File: src/rtl/sync_fifo_vr.sv
// ---------------------------------------------------------------------------
// sync_fifo_vr
//   Single-clock FIFO with valid/ready handshakes on both sides. Supports any
//   DEPTH >= 2, including depths that are not a power of two. It also
//   provides an occupancy count, registered almost-full and almost-empty
//   flags, a synchronous flush, and a clearable high-water mark.
//
// Ports
//   clk             clock, rising edge
//   rst_n           synchronous active-low reset
//   flush_i         drop all stored entries (next cycle empty)
//   wvalid_i        write request
//   wready_o        FIFO can accept a write (not full)
//   wdata_i         write payload
//   rvalid_o        head entry valid (not empty)
//   rready_i        consumer accepts head entry
//   rdata_o         head entry, first-word-fall-through
//   count_o         current occupancy, 0..DEPTH
//   almost_full_o   count_o >= AF_LEVEL
//   almost_empty_o  count_o <= AE_LEVEL
//   hwm_o           maximum occupancy since reset or last clear
//   hwm_clr_i       restart high-water tracking from the next occupancy
// ---------------------------------------------------------------------------
module sync_fifo_vr #(
    parameter int DEPTH      = 16,
    parameter int DATA_WIDTH = 32,
    parameter int AF_LEVEL   = DEPTH - 2,
    parameter int AE_LEVEL   = 2,
    localparam int CNT_W     = $clog2(DEPTH + 1)
) (
    input  logic                  clk,
    input  logic                  rst_n,
    input  logic                  flush_i,
    input  logic                  wvalid_i,
    output logic                  wready_o,
    input  logic [DATA_WIDTH-1:0] wdata_i,
    output logic                  rvalid_o,
    input  logic                  rready_i,
    output logic [DATA_WIDTH-1:0] rdata_o,
    output logic [CNT_W-1:0]      count_o,
    output logic                  almost_full_o,
    output logic                  almost_empty_o,
    output logic [CNT_W-1:0]      hwm_o,
    input  logic                  hwm_clr_i
);

    localparam int PTR_W = (DEPTH > 1) ? $clog2(DEPTH) : 1;

    localparam logic [PTR_W-1:0] LAST_PTR = PTR_W'(DEPTH - 1);
    localparam logic [CNT_W-1:0] FULL_CNT = CNT_W'(DEPTH);
    localparam logic [CNT_W-1:0] AF_CNT   = CNT_W'(AF_LEVEL);
    localparam logic [CNT_W-1:0] AE_CNT   = CNT_W'(AE_LEVEL);

    logic [DATA_WIDTH-1:0] r_mem [DEPTH];
    logic [PTR_W-1:0]      r_wrPtr;
    logic [PTR_W-1:0]      r_rdPtr;
    logic [CNT_W-1:0]      r_count;
    logic                  r_wready;
    logic                  r_rvalid;
    logic                  r_almostFull;
    logic                  r_almostEmpty;
    logic [CNT_W-1:0]      r_hwm;

    logic                  w_push;
    logic                  w_pop;
    logic [CNT_W-1:0]      w_countNext;

    // Pointers wrap explicitly at DEPTH-1 so that non-power-of-two depths
    // never index past the end of the storage array.
    function automatic logic [PTR_W-1:0] ptrInc(input logic [PTR_W-1:0] p);
        return (p == LAST_PTR) ? '0 : p + PTR_W'(1);
    endfunction

    // A handshake completes only when the matching status flag is set.
    // As a result, at full only a pop can happen and at empty only a push.
    assign w_push = wvalid_i & r_wready;
    assign w_pop  = r_rvalid & rready_i;

    // The next occupancy drives every registered status flag. This keeps the
    // flags aligned with count_o in the same cycle.
    always_comb begin
        w_countNext = r_count;
        if (flush_i) begin
            w_countNext = '0;
        end else if (w_push && !w_pop) begin
            w_countNext = r_count + CNT_W'(1);
        end else if (!w_push && w_pop) begin
            w_countNext = r_count - CNT_W'(1);
        end
    end

    // Control and status state. Flush empties the FIFO but keeps the
    // high-water mark, unless a clear is requested in the same cycle.
    always_ff @(posedge clk) begin
        if (!rst_n) begin
            r_wrPtr       <= '0;
            r_rdPtr       <= '0;
            r_count       <= '0;
            r_wready      <= 1'b1;
            r_rvalid      <= 1'b0;
            r_almostFull  <= (AF_LEVEL == 0);
            r_almostEmpty <= 1'b1;
            r_hwm         <= '0;
        end else begin
            r_count       <= w_countNext;
            r_wready      <= (w_countNext != FULL_CNT);
            r_rvalid      <= (w_countNext != '0);
            r_almostFull  <= (w_countNext >= AF_CNT);
            r_almostEmpty <= (w_countNext <= AE_CNT);

            if (flush_i) begin
                r_wrPtr <= '0;
                r_rdPtr <= '0;
            end else begin
                if (w_push) begin
                    r_wrPtr <= ptrInc(r_wrPtr);
                end
                if (w_pop) begin
                    r_rdPtr <= ptrInc(r_rdPtr);
                end
            end

            if (hwm_clr_i) begin
                r_hwm <= w_countNext;
            end else if (w_countNext > r_hwm) begin
                r_hwm <= w_countNext;
            end
        end
    end

    // Storage has no reset. Writes are suppressed during reset and flush, so
    // a handshake that is in flight at that moment is dropped.
    always_ff @(posedge clk) begin
        if (rst_n && !flush_i && w_push) begin
            r_mem[r_wrPtr] <= wdata_i;
        end
    end

    assign wready_o       = r_wready;
    assign rvalid_o       = r_rvalid;
    assign rdata_o        = r_mem[r_rdPtr];
    assign count_o        = r_count;
    assign almost_full_o  = r_almostFull;
    assign almost_empty_o = r_almostEmpty;
    assign hwm_o          = r_hwm;

endmodule

File: config.mk
export PLATFORM = sky130hd
export DESIGN_NAME = sync_fifo_vr
export DESIGN_NICKNAME = d
export VERILOG_FILES = /design/src/rtl/sync_fifo_vr.sv
export SDC_FILE = /design/constraint.sdc
export NUM_CORES = 1
export LEC_CHECK = 0
export BUFFER_PORTS_ARGS = -buffer_cell sky130_fd_sc_hd__buf_4
export CORE_MARGIN = 2
export CORE_UTILIZATION = 59
export DETAILED_ROUTE_END_ITERATION = 6
export PLACE_DENSITY_LB_ADDON = 0.08
export RECOVER_POWER = 50
export SLEW_MARGIN = 20
export SYNTH_ARGS = -nofsm -noshare
export SYNTH_HDL_FRONTEND = slang
export SYNTH_SLANG_ARGS = --single-unit
File: constraint.sdc
create_clock -name clk -period 3.7 [get_ports clk]
set_clock_uncertainty 0.05 [all_clocks]
set_input_delay 0.74 -clock clk [delete_from_list [all_inputs] [get_ports clk]]
set_output_delay 0.74 -clock clk [all_outputs]
set_load 0.005 [all_outputs]
-- Word-level counts from Yosys, hierarchy flattened
Memories as Yosys holds them, arrays and structs flattened. A register that Yosys moved wholly into a read port is not among the register bits.
Index checks and enable logic that the tools add are counted.
Widths: inputs -> output; s select.
- word-level logic and storage cells: 43
- RAM bits: 512
- bits of input ports: 38
- memories: 1
- flip-flop bits (word level): 22
- output and inout port bits: 46
- memories (memory ; depth ; bits a word ; rd ports ; clocked after memory_dff ; write ports ; RTL line ; RTL):
    r_mem ; 16 ; 32 ; 1 ; 1 ; 1 ; 54 ; logic [DATA_WIDTH-1:0] r_mem [DEPTH];
- mux-type cells: 11
- $lt $le $gt $ge: 3
- equality and inequality tests: 3
- add/subtract/negate cells: 4
- bitwise logic cells: 3
- reduce and logical (&&, ||, !) cells: 10
- operator list (kind ; count):
    $mux 5 ; 5
    $mux 4 ; 4
    $add 4x1->4 const B ; 2
    $eq 4x4->1 const B ; 2
    $add 5x1->5 const B ; 1
    $ge 5x4->1 const B ; 1
    $gt 5x5->1 ; 1
    $le 5x2->1 const B ; 1
    $ne 5x5->1 const B ; 1
    $reduce_bool 5->1 ; 1
    $sub 5x1->5 const B ; 1
    $logic_and 1x1->1 ; 4
    $logic_not 1->1 ; 3
    $and 1x1->1 ; 2
    $mux 1 ; 2
    $reduce_bool 2->1 ; 1
    $reduce_or 2->1 ; 1
    $not 1->1 ; 1

-- Depth between registers and ports, before layout
- depth after elaboration: 9
- gate-level depth with buffers: 11
- mapped depth without buffers: 11

-- Least setup slack after synthesis
Ideal clock, no wire load.
- kind: in2reg
- start: in rready_i
- end: reg r_hwm[0], in the netlist hwm_o[0]
- arrival: 2.773 ns
- required time: 3.530 ns
- buffers on the path: 1
- cell stages on the path: 11
- setup slack: 0.757 ns
- library setup time: 0.120 ns
- cells stage by stage: and2_1 > buf_6 > and3_4 > or4b_4 > nand2_1 > ha_1 > nand4_1 > o221ai_1 > o21ai_1 > mux2i_1 > nor2_1
- cells in the longest elaborated chain, start to end: 7
- elaborated cells between the ends (all ways): 11
- classes of those cells: order compare (1); mux (5); bitwise (1); reduce/logical (4)
- RTL lines (item ; RTL line ; RTL):
    start, declared ; 38 ; input logic rready_i,
    $and 1x1->1 * ; 77 ; assign w_pop = r_rvalid & rready_i;
    $logic_and 1x1->1 / $logic_not 1->1 (equally long branches) ; 87, 85 ;
    $mux 5 / $logic_and 1x1->1 (equally long branches) ; 87, 85 ;
    $mux 5 * ; 85 ; end else if (w_push && !w_pop) begin
    $mux 5 * ; 83 ; if (flush_i) begin
    net w_countNext[3] ; 66 ; logic [CNT_W-1:0] w_countNext;
    $gt 5x5->1 * ; 125 ; end else if (w_countNext > r_hwm) begin
    $reduce_bool 2->1 (no source line) * ; n/a ;
    end signal, assigned ; 124 ; r_hwm <= w_countNext;
    end signal, assigned ; 126 ; r_hwm <= w_countNext;
    end, declared ; 62 ; logic [CNT_W-1:0] r_hwm;
Mark *: on every way through the listed nets, which the timed path passes. The rest lies on a longest branch. The select of a mux whose other input is x is not followed.
A chain may end at the register's enable or synchronous reset.

==> metrics.md <==
| Metric | Value |
|---|---|
| Status | `completed` |
| Initial antenna violation count | `1` |
| Gate Count Post-Synth | `between 800 and 900` |
| Hold slack final | `0.368 ns` |
| Clock root buffer | `clkbuf_16` |
| DR WL/cell | `roughly 28 um` |
| Max Cap Viol | `0` |
| Synth cell types | `57` |
| Combinational Power Share | `between 2 and 3%` |
| Layout cells sized above 1 | `30.8%` |
| Top-area cell type share of the netlist area | `73.7%` |
| Area leader, netlist | `edfxtp_1` |
| Clock power frac | `41.4%` |
| Post-synth EDFFs | `512` |
| # rows | `68` |
| Critical Path Sink Type | `output pin` |
| Detailed Place HPWL | `approximately 23000 um` |
| First-pass GRT wire length | `62900 um` |
| Slew at the pin closest to its max-slew limit | `1.09 ns` |
| Worst Path Required | `roughly 2.9 ns` |
| Die area | `0.0369 mm2` |
| Layout area overhead | `14.0%` |
| Crit path kind | `reg -> out` |
| Worst VDD drop | `~0.42 mV` |
| Vias in the first global route | `9958` |
| Synth warn | `0` |
| Worst path arrival time | `2.70 ns` |
| Slew headroom | `27.3%` |
| Yosys reg bits | `roughly 540` |
| Critical R2R Launch | `count_o[0]` |
| CTS Sinks | `538` |
| Chip width | `192 um` |
| TritonRoute pass-1 iters | `4` |
| Worst hold path type | `in -> reg` |
| Crit share post-route | `94.4%` |
| Fill count | `2130` |
| Total global routing overflow | `0` |
| Nets@finish | `between 1000 and 1500` |
| Area of the multi-input gates | `0.00461 mm2` |
| Final Max Tran Viols | `0` |
| Skew-Pair Late Insertion Delay | `0.57 ns` |
| RSZ-0062 raised after global routing | `no` |
| Fmax | `0.286 GHz` |
| Reg power frac | `56.0%` |
| Switch share | `19.3%` |
| Hold path start | `rst_n` |
| RD Place Congestion | `0.781` |
| P_leak | `7.40 nW` |
| Chip Height | `192 um` |
| Final min period | `3.49 ns` |
| Core area | `between 0.03 and 0.04 mm2` |
| # H-tree levels | `2` |
| CTS tree | `built` |
| P per Cell Area | `503 mW/mm2` |
| Net count after synthesis | `929` |
| Final antenna-violating net count | `0` |
| Async S/R FF share, synth | `0%` |
| Vias per std cell | `~6.3` |
| Mean post-synth cell area | `approximately 24 um2` |
| CTS buffer count | `52` |
| CP Launch Type | `flip-flop` |
| Internal power | `9.65 mW` |
| Clock buffer depth | `3` |
| DRC | `0` |
| Sequential cell area | `0.0159 mm2` |
| Setup Total Neg Slack | `0 ns` |
| NetSw | `2.31 mW` |
| Largest net degree at the start of global routing | `between 50 and 60` |
| Overall routing resource usage | `between 20% and 30%` |
| Top cells by count, synth | `512 x edfxtp_1, 136 x mux4_2, 26 x dfxtp_1, 24 x mux4_1, 18 x and2_1` |
| Top_reg_cell synth | `edfxtp_1` |
| Final setup violating endpoints | `0` |
| Via Count | `9586` |
| Synth top area cells | `edfxtp_1 74%, mux4_2 15%, mux4_1 3.0%` |
| Final WL | `between 40000 and 50000 um` |
| CTS clk-pin slew, worst paths | `0.06 ns` |
| Final hold vios | `0` |
| Post-synthesis sequential area ratio | `76.2%` |
| Final Util | `between 60 and 70%` |
| Io pins | `84` |
| Synthesized area | `0.0209 mm2` |
| Most frequent cell after synthesis | `edfxtp_1` |
| Count of input and output buffers | `83` |
| Worst-path fanout max | `24` |
| DRT iter0 DRCs | `slightly above 800` |
| Total Power | `about 12 mW` |
| Quantity of hold-fixing buffers added after cts | `0` |
| Starting density of the core | `between 60% and 70%` |
[sequential cells by signal (all words and copies together), names as in the netlist, named ones only]
register	count
hwm_o	5
wready_o	1
rvalid_o	1
r_rdPtr	4
count_o	5
r_wrPtr	4
r_mem	512
almost_full_o	1
almost_empty_o	1
[area by class of cell]
| class | count | area share (%) |
|---|---|---|
| clock inverters | 21 | 0.642 |
| clock buffers | 72 | 6.04 |
| inverters | 11 | 0.174 |
| repair buffers | 131 | 4.51 |
| multi-input cells | 289 | 19.4 |
| diodes | 1 | 0.0105 |
| flip-flops and latches | 538 | 66.8 |
| well taps | 455 | 2.39 |
[worst max-delay path, cell delays in order, from the launching register on]
cell     delay, ns
dfxtp_4       0.46
buf_12        0.26
buf_4         0.19
mux4_1        0.57
mux4_2        0.49
buf_4         0.15
[layer usage]
| layer | vias up | wire [um] | GRT usage [%] |
|---|---|---|---|
| li1 | 4070 | - | - |
| met1 | 5102 | 17300 | 34.0 |
| met2 | 346 | 21400 | 39.1 |
| met3 | 66 | 2530 | 4.02 |
| met4 | 2 | 866 | 7.13 |
| met5 | - | 14 | 0 |
[final timing paths]
path	to	slack [ns]	depth (start not counted)
worst max-delay path	rdata_o[6]	0.21	5
worst min-delay path	almost_empty_o	0.37	2
worst min register to register	flip-flop	0.46	2
worst max register to register	hwm_o[1]	0.47	10
[repair_timing]
action,4_1_cts,5_1_grt
setup buffers,0,8
endpoints found under the hold margin,0,0
setup endpoints to repair,0,6
gates resized for setup,0,0
[through the flow]
step,area [um2],cells,setup WS [ns]
final,23800,1518,0.206
after global placement,22300,1416,0.469
after detailed placement,22300,1416,0.323
after floorplan,20900,879,0.757
after global routing,23800,1517,0.0965
after CTS,23900,1509,0.0277
[cell families after synthesis]
| group | count (synthesis) | synth area share, % |
|---|---|---|
| AO/OA/AOI/OAI | 33 | 1.15 |
| XOR/XNOR | 3 | 0.162 |
| adder cells (fa/ha/maj) | 12 | 0.720 |
| buffers and inverters | 52 | 1.60 |
| flip-flops | 538 | 76.2 |
| multiplexers | 168 | 18.1 |
| AND/OR/NAND/NOR | 73 | 2.05 |
[power by group through the flow]
stage	clock network, mW	registers, mW	logic [mW]
6_report	4.96	6.70	0.310
5_1_grt	5.27	6.70	0.340
4_1_cts	5.05	6.70	0.332
3_5_place_dp	0	6.82	0.332
3_3_place_gp	0	6.82	0.313
2_1_floorplan	0	6.82	0.167
[cells in the final DEF, fill, tap and decap left out, types with 16 or more instances in the layout]
cell and count:
nor2_1 16, and2_2 16, buf_12 18, edfxtp_1 512
buf_4 66, clkbuf_16 53, mux4_1 24, mux4_2 136
clkbuf_1 50, dfxtp_1 22
Power figures use the tool's default switching activity.
